### config.mk
export PLATFORM = sky130hd
export DESIGN_NAME = queue_fir_mac
export DESIGN_NICKNAME = d
export VERILOG_FILES = /design/src/rtl/queue_fir_mac.sv
export SDC_FILE = /design/constraint.sdc
export NUM_CORES = 1
export LEC_CHECK = 0
export CAP_MARGIN = 40
export CORE_UTILIZATION = 60
export CTS_BUF_LIST = sky130_fd_sc_hd__clkbuf_8
export CTS_CLUSTER_DIAMETER = 30
export DETAILED_ROUTE_END_ITERATION = 6
export PLACE_DENSITY_LB_ADDON = 0.12
export SYNTH_ARGS = -nofsm -noshare
export SYNTH_HDL_FRONTEND = slang
export SYNTH_SLANG_ARGS = --single-unit
export TNS_END_PERCENT = 20
### constraint.sdc
create_clock -name clk -period 9.4 [get_ports clk]
set_input_delay 0.94 -clock clk [delete_from_list [all_inputs] [get_ports clk]]
set_output_delay 0.94 -clock clk [all_outputs]
set_load 0.01 [all_outputs]
### src/rtl/queue_fir_mac.sv
`default_nettype none
// ============================================================================
//  Module   : queue_fir_mac
//  Brief    : Sequential FIR multiply-accumulate fed by a circular sample
//             queue. Each queued sample is multiplied by the coefficient
//             at its index in an external ROM. The 42-bit sum is shifted
//             down to Q1.15 and saturated when the sequence ends.
//  Revision : 1.0 - initial release
// ============================================================================
module queue_fir_mac #(
  parameter int TAPS   = 1021,
  parameter int ADDR_W = 10
) (
  input  logic              clk,
  input  logic              rst_n,
  input  logic [15:0]       smpl_out,
  input  logic              sequencing,
  input  logic [15:0]       coeff,
  output logic [ADDR_W-1:0] coeff_addr,
  output logic [15:0]       filt_out,
  output logic              filt_vld,
  output logic              ovr
);

  // Highest valid coefficient index. The address parks here once the table
  // has been used up.
  localparam logic [ADDR_W-1:0] LAST_ADDR = ADDR_W'(TAPS - 1);

  // Saturation bounds for the Q1.15 result, in accumulator width.
  localparam logic signed [41:0] SAT_POS = 42'sd32767;
  localparam logic signed [41:0] SAT_NEG = -42'sd32768;

  typedef enum logic [1:0] {
    S_IDLE  = 2'd0,
    S_ACCUM = 2'd1,
    S_DRAIN = 2'd2
  } state_t;

  state_t                   state_q;
  logic [ADDR_W-1:0]        coeff_addr_q;
  logic signed [31:0]       prod_q;
  logic                     prod_vld_q;
  logic signed [41:0]       acc_q;
  logic                     tbl_full_q;   // last coefficient already used
  logic [15:0]              filt_out_q;
  logic                     filt_vld_q;
  logic                     ovr_q;

  logic signed [31:0]       prod_d;
  logic signed [41:0]       prod_ext_d;
  logic signed [41:0]       acc_d;
  logic signed [41:0]       acc_shr_d;
  logic [15:0]              filt_sat_d;
  logic                     at_last_d;

  // Full-precision signed product of the current sample and coefficient.
  assign prod_d = 32'($signed(smpl_out)) * 32'($signed(coeff));

  // A product is added only when one is pending from the previous cycle.
  assign prod_ext_d = prod_vld_q ? {{10{prod_q[31]}}, prod_q} : '0;
  assign acc_d      = acc_q + prod_ext_d;

  // Rescale the accumulator back to Q1.15.
  assign acc_shr_d  = acc_q >>> 15;

  // The address stops advancing once the last table entry is reached.
  assign at_last_d  = (coeff_addr_q == LAST_ADDR);

  // Clamp the rescaled sum into the 16-bit signed output range.
  always_comb begin
    filt_sat_d = acc_shr_d[15:0];
    if (acc_shr_d > SAT_POS) begin
      filt_sat_d = 16'h7FFF;
    end else if (acc_shr_d < SAT_NEG) begin
      filt_sat_d = 16'h8000;
    end
  end

  // Sequencer: IDLE waits for a sample, ACCUM multiplies and accumulates,
  // DRAIN publishes the result.
  always_ff @(posedge clk or negedge rst_n) begin
    if (!rst_n) begin
      state_q      <= S_IDLE;
      coeff_addr_q <= '0;
      prod_q       <= '0;
      prod_vld_q   <= 1'b0;
      acc_q        <= '0;
      tbl_full_q   <= 1'b0;
      filt_out_q   <= 16'h0000;
      filt_vld_q   <= 1'b0;
      ovr_q        <= 1'b0;
    end else begin
      filt_vld_q <= 1'b0;
      case (state_q)
        S_IDLE: begin
          if (sequencing) begin
            // First sample of a sequence: start from an empty sum.
            state_q    <= S_ACCUM;
            acc_q      <= '0;
            prod_q     <= prod_d;
            prod_vld_q <= 1'b1;
            if (at_last_d) begin
              tbl_full_q <= 1'b1;
            end else begin
              coeff_addr_q <= coeff_addr_q + 1'b1;
            end
          end
        end

        S_ACCUM: begin
          acc_q <= acc_d;
          if (sequencing) begin
            prod_q     <= prod_d;
            prod_vld_q <= 1'b1;
            if (tbl_full_q) begin
              // More samples than coefficients: keep going on the last
              // coefficient and flag it.
              ovr_q <= 1'b1;
            end else if (at_last_d) begin
              tbl_full_q <= 1'b1;
            end else begin
              coeff_addr_q <= coeff_addr_q + 1'b1;
            end
          end else begin
            // Sequence ended: the final product is folded in this cycle.
            state_q      <= S_DRAIN;
            prod_vld_q   <= 1'b0;
            coeff_addr_q <= '0;
            tbl_full_q   <= 1'b0;
          end
        end

        S_DRAIN: begin
          filt_out_q <= filt_sat_d;
          filt_vld_q <= 1'b1;
          state_q    <= S_IDLE;
          if (sequencing) begin
            // A sample arriving while the result is published is lost.
            ovr_q <= 1'b1;
          end
        end

        default: begin
          state_q      <= S_IDLE;
          coeff_addr_q <= '0;
          prod_vld_q   <= 1'b0;
          tbl_full_q   <= 1'b0;
        end
      endcase
    end
  end

  assign coeff_addr = coeff_addr_q;
  assign filt_out   = filt_out_q;
  assign filt_vld   = filt_vld_q;
  assign ovr        = ovr_q;

endmodule
`default_nettype wire
=== Word level (Yosys, flattened, before mapping) ===
Index checks and enable logic that the tools add are counted.

* Register bits after elaboration: 106

* $mul: 1
* Order comparisons: 2
* Add/sub/neg operators: 2
* Equal/unequal tests: 10
* Reductions and logical operators: 11
* Muxes and demuxes: 26
* Bitwise operators: 1

{| class="wikitable"
|+ Operator list
! operator !! count
|-
| 42-bit two-way mux || 2
|-
| 42-bit one-hot mux with 2 select lines || 1
|-
| 42-bit adder || 1
|-
| 10-bit two-way mux || 4
|-
| 16-bit by 16-bit multiplier with 32-bit output || 1
|-
| 16-bit two-way mux || 2
|-
| 10-bit one-hot mux with 3 select lines || 1
|-
| 27-bit by 16-bit greater-than comparator with 1-bit output (second input constant) || 1
|-
| 27-bit by 16-bit < comparator with 1-bit output (second input constant) || 1
|-
| 2-bit != test (second input constant) || 6
|-
| 10-bit by 1-bit adder with 10-bit output (second input constant) || 1
|-
| 10-bit == test (second input constant) || 1
|-
| 1-bit two-way mux || 10
|-
| 2-bit AND reduction || 4
|-
| 1-bit one-hot mux with 3 select lines || 2
|-
| 3-bit AND reduction || 2
|-
| 2-bit two-way mux || 2
|-
| 2-bit one-hot mux with 2 select lines || 1
|-
| 4-bit AND reduction || 1
|-
| 2-bit nonzero test || 2
|-
| 3-bit != test (second input constant) || 1
|-
| 2-bit by 1-bit == test with 1-bit output (second input constant) || 1
|-
| 2-bit == test (second input constant) || 1
|-
| 2-bit logical NOT || 1
|-
| 3 further kinds || 3
|}

=== Longest topological paths before layout ===
Gate-level depths: netlist of the first run.

* Word-level depth: 5
* Depth in mapped cells: 25

=== Worst setup path after synthesis of the first run ===
Ideal clock, no wire load.

* Path kind: input port to flip-flop
* Start: in smpl_out[15]
* End: reg prod_q[30]
* Path slack: 2.787 ns
* Stages: 21
* Arrival: 6.518 ns
* Library setup time: 0.095 ns
* Required time: 9.305 ns
* Path buffers: 1
* Cell sequence: clkbuf_1 > nand2_1 > fa_1 > inv_1 > fa_1 > inv_1 > fa_1 > fa_1 > fa_1 > fa_1 > inv_1 > ha_1 > nand2_1 > nand2_1 > a21oi_1 > nor2b_1 > a311oi_1 > a21oi_1 > o21a_1 > o21a_1 > o31ai_1

* Word-level cells in the longest chain between the ends: 1

{| class="wikitable"
|+ RTL lines
! element !! line !! source
|-
| from (decl) || 16 || <nowiki>input logic [15:0] smpl_out,</nowiki>
|-
| 16-bit by 16-bit multiplier with 32-bit output || 57 || <nowiki>assign prod_d = 32'($signed(smpl_out)) * 32'($signed(coeff));</nowiki>
|-
| to (signal assigned) || 100 || <nowiki>prod_q <= prod_d;</nowiki>
|-
| to (signal assigned) || 113 || <nowiki>prod_q <= prod_d;</nowiki>
|-
| to (decl) || 41 || <nowiki>logic signed [31:0] prod_q;</nowiki>
|}

Every way passes these cells.
A chain may end at the register's enable or synchronous reset.

=== Worst setup path in the final report of the first run ===
* Start: in coeff[15]
* End: reg prod_q[25]

* Word-level cells in the longest chain between the ends: 1

{| class="wikitable"
|+ RTL lines
! element !! line !! source
|-
| from (decl) || 18 || <nowiki>input logic [15:0] coeff,</nowiki>
|-
| 16-bit by 16-bit multiplier with 32-bit output || 57 ||
|}

Every way passes these cells.

==> impl_metrics.yaml, run 1 <==
yosys:
  synth.ff_latch_count: 106
  synth_cell_type_count: 71
  syn_area_sq_um: 16500
  ys.flop_type: "dfrtp_1"
  async_reset_ff_share_pct: 100
  synth_area_leader_cell: "fa_1"
  synth_nets: 2290
  synth_top_area_share_pct: 31.9
  syn_area_per_cell_sq_um: 8.85
  syn-instance-count: 1867
  ys_top_cells_by_area: "fa_1 (32%), dfrtp_1 (16%), ha_1 (9.5%)"
  ys_seq_area_share_pct: 16.1
  synth_edf_count: 0
  yosys_warnings: 0
critical_path:
  worstPathCellList: "clkdlybuf4s50_1, clkinv_1, nor2_1, fa_1, fa_1, fa_1, fa_1, fa_1, inv_1, fa_1, inv_1, ha_1, a21oi_1, o21bai_1, a21o_1, a2111oi_1, nor2_1, a21o_1, a21oi_1, xor2_1, o21ai_0"
  crit_type: "in2reg"
  cpPeakStageDelay_ps: 730
  cp.arrival_ps: 7740
  startpoint_type: "input pin"
  r2r_slack_ps: 5550
  reg2reg_depth: 11
  critPathCaptureType: "flip-flop"
  worstReg2RegEnd: "acc_q[41]$_DFFE_PN0P_"
  worstPathRequired_ps: 9630
  cp_common_cell: "fa_1"
  cp_max_fo: 10
  crit_slowest_cell: "clkdlybuf4s50_1"
  regToRegStartpoint: "prod_vld_q$_DFFE_PN0P_"
layout:
  fillers: 2296
  final_nets: 2301
  diodes: 0
  final_layout_size_suffix_gt1_share_pct: 2.39
  synthToLayoutAreaGrowth_pct: 6.03
placed_design:
  routabilityCongestion: 0.922
  hpwl_microns: 29000
  portBuffers: 62
floorplanning:
  num_rows: 60
  die-area_sq_um: 28200
  die_width_microns: 168
  dieHeight_microns: 168
  coreArea_sq_um: 27000
  start_util_pct: 61.3
  io_pins: 63
global_route:
  first_global_vias: 12400
  antenna_found_initial: 0
  gr-total-overflow: 0
  grt_pass1_wl_microns: 60300
  grt_start_max_net_pins: 70
  grt_util_all_layers_pct: 26.6
timing:
  final.setup_skew_ps: 13.6
  tightest_slew_ps: 803
  setup_tns_ps: 0
  setup_violations: 0
  slew_headroom_pct: 46.3
  finalCriticalPeriod_ps: 7500
  finalHoldViolCount: 0
  rsz0062_at_grt: "false"
  period_share_pct: 79.8
  slew_viol_final: 0
  max_freq_mhz: 133
drt:
  dr.pass1.iters: 5
  first_iter_violations: 606
  drc: 0
  vias: 12200
  routed_wl_microns: 35600
  vias_per_cell: 5.49
  ant_nets: 0
  wire_per_inst_microns: 16.0
clock_network:
  path_clk_slew_ps: 90
  clkSinkCount: 106
  cts-resized-gates: 0
  cts_buffers: 9
  clk_latency_ps: 380
  htree_levels: 3
  ctsRootBufferMaster: "clkbuf_8"
  clock_path_buffers: 2
  cts_tree: "yes"
  cts_setup_buffers: 0
  postCtsHoldBufs: 0
worst_hold_path:
  min_path_type: "reg2reg"
  min_delay_path_depth: 2
  min_from: "filt_out[7]$_DFFE_PN0P_"
  holdPathEnd: "filt_out[7]$_DFFE_PN0P_"
run_status:
  status: "completed"
flow_run:
  maxCapViolCount: 0
cell families after synthesis:
| kind of cell | after synthesis | synth area share (%) |
|---|---|---|
| adders and majority gates | 388 | 41.3 |
| buffers and inverters | 402 | 9.31 |
| DFF | 106 | 16.1 |
| xor gates and xnor gates | 70 | 3.71 |
| AOI/OAI and AO/OA | 309 | 12.0 |
| muxes | 6 | 0.447 |
| and+or+nand+nor | 586 | 17.2 |
cells in the final DEF (no fill, tap or decap), types with 6 or more instances in the layout:
cell             instances
o211ai_1                 7
dfrtp_1                106
xnor2_1                 44
nand2_1                265
or3_1                    7
nor3b_1                  6
nand4_1                 17
o21ai_0                110
clkdlybuf4s50_1         61
nor3_1                  10
fa_1                   263
o21bai_1                 9
o21a_1                  16
nor2b_1                  6
nand3_1                 22
nor2_1                  65
ha_1                   125
buf_4                    6
and2_1                 147
clkbuf_8                10
a22o_1                   6
a21o_1                  37
o31ai_1                  7
a31oi_1                  9
nand2b_1                15
xor2_1                  26
a211oi_1                 7
inv_1                  334
a21oi_1                 59
cell usage after synthesis, types with 22 or more instances:
library cell,instances
a21oi_1,59
clkbuf_1,59
a21o_1,37
nor2_1,65
ha_1,125
inv_1,334
fa_1,263
nand2_1,265
xor2_1,26
dfrtp_1,106
o21ai_0,110
and2_1,147
xnor2_1,44
nand3_1,22
layout make-up:
type                    count  area (sq um)  area share, %
well taps                 341           427           2.44
multi-input cells        1359         12300           70.4
inverters                 335          1260           7.18
flip-flops and latches    106          2650           15.1
repair buffers             67           656           3.74
clock inverters             6          53.8          0.307
clock buffers              10           138          0.786
per-layer routing:
layer | track usage (%) | routed length, microns
met1 | 37.4 | 16600
met2 | 44.3 | 16500
met3 | 3.06 | 2040
met4 | 5.94 | 466
met5 | 0 | 0
worst max-delay path, delay by kind of cell:
family | cells | cell delay (ps)
AO/OA/AOI/OAI | 7 | 1450
XOR/XNOR | 1 | 150
adder cells (fa/ha/maj) | 7 | 3450
buffers and inverters | 4 | 1280
AND/OR/NAND/NOR | 2 | 460
registers in the layout (all words and copies together), names as in the netlist:
name	cells
acc_q	42
coeff_addr	10
filt_out	16
filt_vld	1
ovr	1
prod_q	32
prod_vld_q	1
state_q	2
tbl_full_q	1
worst max-delay path by stage:
stage,start,to,cells past startpoint
2_1_floorplan,smpl_out[15],prod_q[30]$_DFFE_PN0P_,21
3_3_place_gp,coeff[15],prod_q[25]$_DFFE_PN0P_,21
3_5_place_dp,coeff[15],prod_q[25]$_DFFE_PN0P_,21
4_1_cts,coeff[15],prod_q[25]$_DFFE_PN0P_,21
5_1_grt,coeff[15],prod_q[25]$_DFFE_PN0P_,21
6_report,coeff[15],prod_q[25]$_DFFE_PN0P_,21
stage by stage:
step                hold WS [ps]  cells  worst slack (ps)  instance area, sq um  util (%)
floorplan                    438   1867              2790                 16500         -
global placement             440   2208              1530                 17300      64.3
detailed placement           462   2208              1470                 17300      64.3
CTS                          487   2224              1850                 17500      65.0
global route                 496   2224              1450                 17500      65.0
finish                       480   2224              1900                 17500      65.0
Power of run 1 is left out: the tool's default activity adds up to more than one toggle a clock period on the data nets, which glitch-free logic cannot reach.
==> run 2, diff against run 1 <==
Clock period 9.4 ns to 7.29 ns, I/O delays scaled along.
==> impl_metrics.yaml, run 2 (same netlist as run 1, synthesis figures left out) <==
timing:
  slew_viol_final: 0
  finalWorstSetupSlack_ps: 511
  max_freq_mhz: 148
  setup_tns_ps: 0
  setup_violations: 0
  finalCriticalPeriod_ps: 6780
  period_share_pct: 93.0
  slew_headroom_pct: 47.5
  hold_slack_ps: 273
  tightest_slew_ps: 787
  finalHoldViolCount: 0
  rsz0062_at_grt: "false"
  final.setup_skew_ps: 19.6
floorplanning:
  num_rows: 60
  dieHeight_microns: 168
  start_util_pct: 61.3
  coreArea_sq_um: 27000
  io_pins: 63
  die_width_microns: 168
  die-area_sq_um: 28200
critical_path:
  r2r_slack_ps: 3400
  cp_top_family: "adder cells"
  regToRegStartpoint: "prod_vld_q$_DFFE_PN0P_"
  cp_common_cell: "fa_1"
  worstPathRequired_ps: 7520
  crit_slowest_cell: "fa_1"
  cp_max_fo: 6
  reg2reg_depth: 12
  cpPeakStageDelay_ps: 640
  worstReg2RegEnd: "acc_q[28]$_DFFE_PN0P_"
  startpoint_type: "input pin"
  critPathCaptureType: "flip-flop"
  cp.arrival_ps: 7010
  worst-path-buf-inv: 7
  crit_type: "in2reg"
  worstPathCellList: "clkdlybuf4s50_1, nand2_1, inv_1, fa_1, inv_1, fa_1, inv_1, fa_1, fa_1, fa_1, inv_1, fa_1, inv_1, ha_1, a21oi_2, o21bai_1, a21o_1, a2111oi_2, buf_4, nor2_1, a21o_1, a21oi_1, xor2_1, o21ai_0"
drt:
  routed_wl_microns: 36000
  vias_per_cell: 5.44
  dr.pass1.iters: 6
  vias: 12400
  wire_per_inst_microns: 15.8
  ant_nets: 0
  drc: 0
  first_iter_violations: 855
global_route:
  antenna_found_initial: 0
  grt_start_max_net_pins: 70
  grt_pass1_wl_microns: 62200
  first_global_vias: 12900
  grt_util_all_layers_pct: 27.3
  gr-total-overflow: 0
clock_network:
  cts_buffers: 9
  clock_path_buffers: 2
  path_clk_slew_ps: 120
  clkSinkCount: 106
  htree_levels: 3
  ctsRootBufferMaster: "clkbuf_8"
  clk_latency_ps: 390
  cts_setup_buffers: 0
  cts_tree: "yes"
placed_design:
  portBuffers: 62
  routabilityCongestion: 0.920
  hpwl_microns: 30000
  dp_slack_ps: -34.0
layout:
  final_nets: 2348
  final_cell_mix: "inv_1 (334), nand2_1 (265), fa_1 (263)"
  synthToLayoutAreaGrowth_pct: 8.53
  diodes: 0
  final_layout_size_suffix_gt1_share_pct: 4.87
  final_common_cell: "inv_1"
  top_register: "acc_q"
  largest_register_ff_count: 42
  fillers: 2239
run_status:
  status: "completed"
flow_run:
  maxCapViolCount: 0
worst_hold_path:
  min_path_type: "in2async"
run 2: changes by cell type in the layout (fill, tap and decap cells not counted), sizes merged:
cell	delta
buf	+47
inv	+2
clkbuf	-1
clkinv	-2
bufinv	+1
run 2: area by class of cell:
class | instances | area (sq um) | area share [%]
Inverter | 335 | 1260 | 7.01
Tap cell | 341 | 427 | 2.38
Sequential cell | 106 | 2650 | 14.8
Clock inverter | 7 | 87.6 | 0.488
Clock buffer | 9 | 124 | 0.691
Timing Repair Buffer | 114 | 1040 | 5.80
Multi-Input combinational cell | 1359 | 12300 | 68.8
run 2: worst max path at each step:
stage | start | endpoint | cells after the start
after CTS | coeff[2] | prod_q[25]$_DFFE_PN0P_ | 24
after global placement | coeff[2] | prod_q[25]$_DFFE_PN0P_ | 24
after global routing | coeff[2] | prod_q[25]$_DFFE_PN0P_ | 24
after floorplan | smpl_out[15] | prod_q[30]$_DFFE_PN0P_ | 21
after detailed placement | coeff[2] | prod_q[25]$_DFFE_PN0P_ | 24
final | coeff[2] | prod_q[25]$_DFFE_PN0P_ | 24
run 2: per-layer routing:
| metal | global-route usage, % | part of all wire (%) | wire [microns] |
|---|---|---|---|
| met5 | 0 | 0 | 0 |
| met4 | 5.90 | 1.7 | 612 |
| met3 | 2.73 | 4.5 | 1630 |
| met2 | 45.7 | 46 | 16600 |
| met1 | 38.6 | 48 | 17100 |
run 2: worst register-to-register path, stage by stage, from the launching register on:
cell       delay (ps)
dfrtp_1           690
and2_1            290
ha_1              210
fa_1              450
a211oi_2          290
o211ai_2          140
a21oi_2           250
o211ai_4          160
a2111oi_4         360
nor3_2            100
o31a_1            300
or3_1             300
a32o_1            240
run 2: through the flow:
stage	util, %	instance area (sq um)	instances
finish	66.5	17900	2271
global route	66.5	17900	2271
global placement	65.6	17700	2254
floorplan	-	16500	1867
CTS	66.5	17900	2271
detailed placement	65.7	17700	2255
run 2: what timing repair did:
action                                  CTS  global route
hold buffers                              0             0
endpoints found under the setup margin    0             2
hold endpoints to repair                  0             0
gates resized for setup                   0             2
Power of run 2 is left out for the same reason.
==> run 3, diff against run 2 <==
Settings changed: CORE_UTILIZATION 60 to 55.
==> impl_metrics.yaml, run 3 (same netlist as run 1, synthesis figures left out) <==
drt:
  dr.pass1.iters: 7
  vias: 12300
  drc: 1
  vias_per_cell: 5.33
  routed_wl_microns: 36500
  first_iter_violations: 650
  wire_per_inst_microns: 15.7
  ant_nets: 0
timing:
  finalCriticalPeriod_ps: 6800
  slew_headroom_pct: 47.7
  final.setup_skew_ps: 22.6
  finalWorstSetupSlack_ps: 495
  setup_tns_ps: 0
  rsz0062_at_grt: "false"
  setup_violations: 0
  finalHoldViolCount: 0
  tightest_slew_ps: 784
  period_share_pct: 93.2
  max_freq_mhz: 147
  slew_viol_final: 0
global_route:
  grt_util_all_layers_pct: 25.2
  grt_start_max_net_pins: 70
  grt_pass1_wl_microns: 62500
  first_global_vias: 12700
  antenna_found_initial: 0
  gr-total-overflow: 0
layout:
  final_nets: 2345
  final_cell_mix: "inv_1 (334), nand2_1 (265), fa_1 (263)"
  multiInputGateArea_sq_um: 12300
  fillers: 2670
  synthToLayoutAreaGrowth_pct: 8.63
  diodes: 0
  final_common_cell: "inv_1"
  final_layout_size_suffix_gt1_share_pct: 4.62
  utilization_pct: 60.7
  seqCellArea_sq_um: 2650
  largest_register_ff_count: 42
  top_register: "acc_q"
clock_network:
  cts_setup_buffers: 0
  postCtsHoldBufs: 0
  clkSinkCount: 106
  ctsRootBufferMaster: "clkbuf_8"
  cts-resized-gates: 0
  clock_path_buffers: 2
  htree_levels: 3
  cts_buffers: 9
  cts_tree: "yes"
  path_clk_slew_ps: 110
  clk_latency_ps: 410
run_status:
  status: "finished with violations"
  failed_checks: "DRC"
floorplanning:
  coreArea_sq_um: 29600
  io_pins: 63
  dieHeight_microns: 175
  start_util_pct: 55.9
  die-area_sq_um: 30700
  die_width_microns: 175
  num_rows: 63
critical_path:
  startpoint_type: "input pin"
  crit_type: "in2reg"
  worst-path-buf-inv: 4
  cp_max_fo: 16
  critPathCaptureType: "flip-flop"
  cpPeakStageDelay_ps: 840
  worstPathCellList: "clkdlybuf4s50_1, nand2_1, fa_1, inv_1, fa_1, fa_1, fa_1, fa_1, inv_1, fa_1, inv_1, ha_1, a21o_1, a21o_1, a21o_1, a21oi_1, o31a_1, a21oi_1, nor2_1, xnor2_1, o21ai_0"
  regToRegStartpoint: "prod_vld_q$_DFFE_PN0P_"
  crit_slowest_cell: "clkdlybuf4s50_1"
  cp_top_family: "adder cells"
  worstPathRequired_ps: 7550
  worstSetupStartpoint: "coeff[5]"
  cp.arrival_ps: 7050
  cp_common_cell: "fa_1"
flow_run:
  maxCapViolCount: 0
placed_design:
  routabilityCongestion: 0.897
  portBuffers: 62
  hpwl_microns: 30600
  dp_slack_ps: 76.3
worst_hold_path:
  min_path_type: "in2async"
run 3: layer usage:
layer	wire, microns	share of wire (%)	global-route usage, %
met5	0	0	0
met4	410	1.1	5.65
met3	1530	4.2	2.32
met2	17000	47	41.3
met1	17500	48	36.3
run 3: area by class of cell:
type                       instances  area share, %
clock buffer                       9          0.690
clock inverter                     7          0.481
inverter                         335           7.00
multi-input combinational       1359           68.7
sequential                       106           14.8
tap                              390           2.72
timing repair buffer             111           5.60
run 3: metrics by stage:
step	hold slack, ps	cell area, sq um	std cells
2_1_floorplan	433	16500	1867
3_3_place_gp	441	17700	2299
3_5_place_dp	452	17700	2301
4_1_cts	269	18000	2317
5_1_grt	298	18000	2317
6_report	261	18000	2317
run 3: final timing paths:
| path | end | slack (ps) | cells after the start |
|---|---|---|---|
| max | prod_q[31]$_DFFE_PN0P_ | 490 | 21 |
| min | acc_q[39]$_DFFE_PN0P_ | 260 | 1 |
| max reg2reg | acc_q[41]$_DFFE_PN0P_ | 3360 | 11 |
| min reg2reg | prod_q[1]$_DFFE_PN0P_ | 470 | 2 |
| max in group asynchronous | acc_q[0]$_DFFE_PN0P_ | 6000 | 3 |
| min in group clk | prod_q[1]$_DFFE_PN0P_ | 470 | 2 |
run 3: worst reg2reg max path: stages (launching register included):
cell      delay, ps
dfrtp_1         870
nand2_1         310
inv_1           380
ha_1            390
a21oi_1         230
o21ai_0         150
or3_1           320
a221oi_1        270
o21a_1          260
nand3_1         100
mux4_2          490
nand3_1          90
Power of run 3 is left out for the same reason.
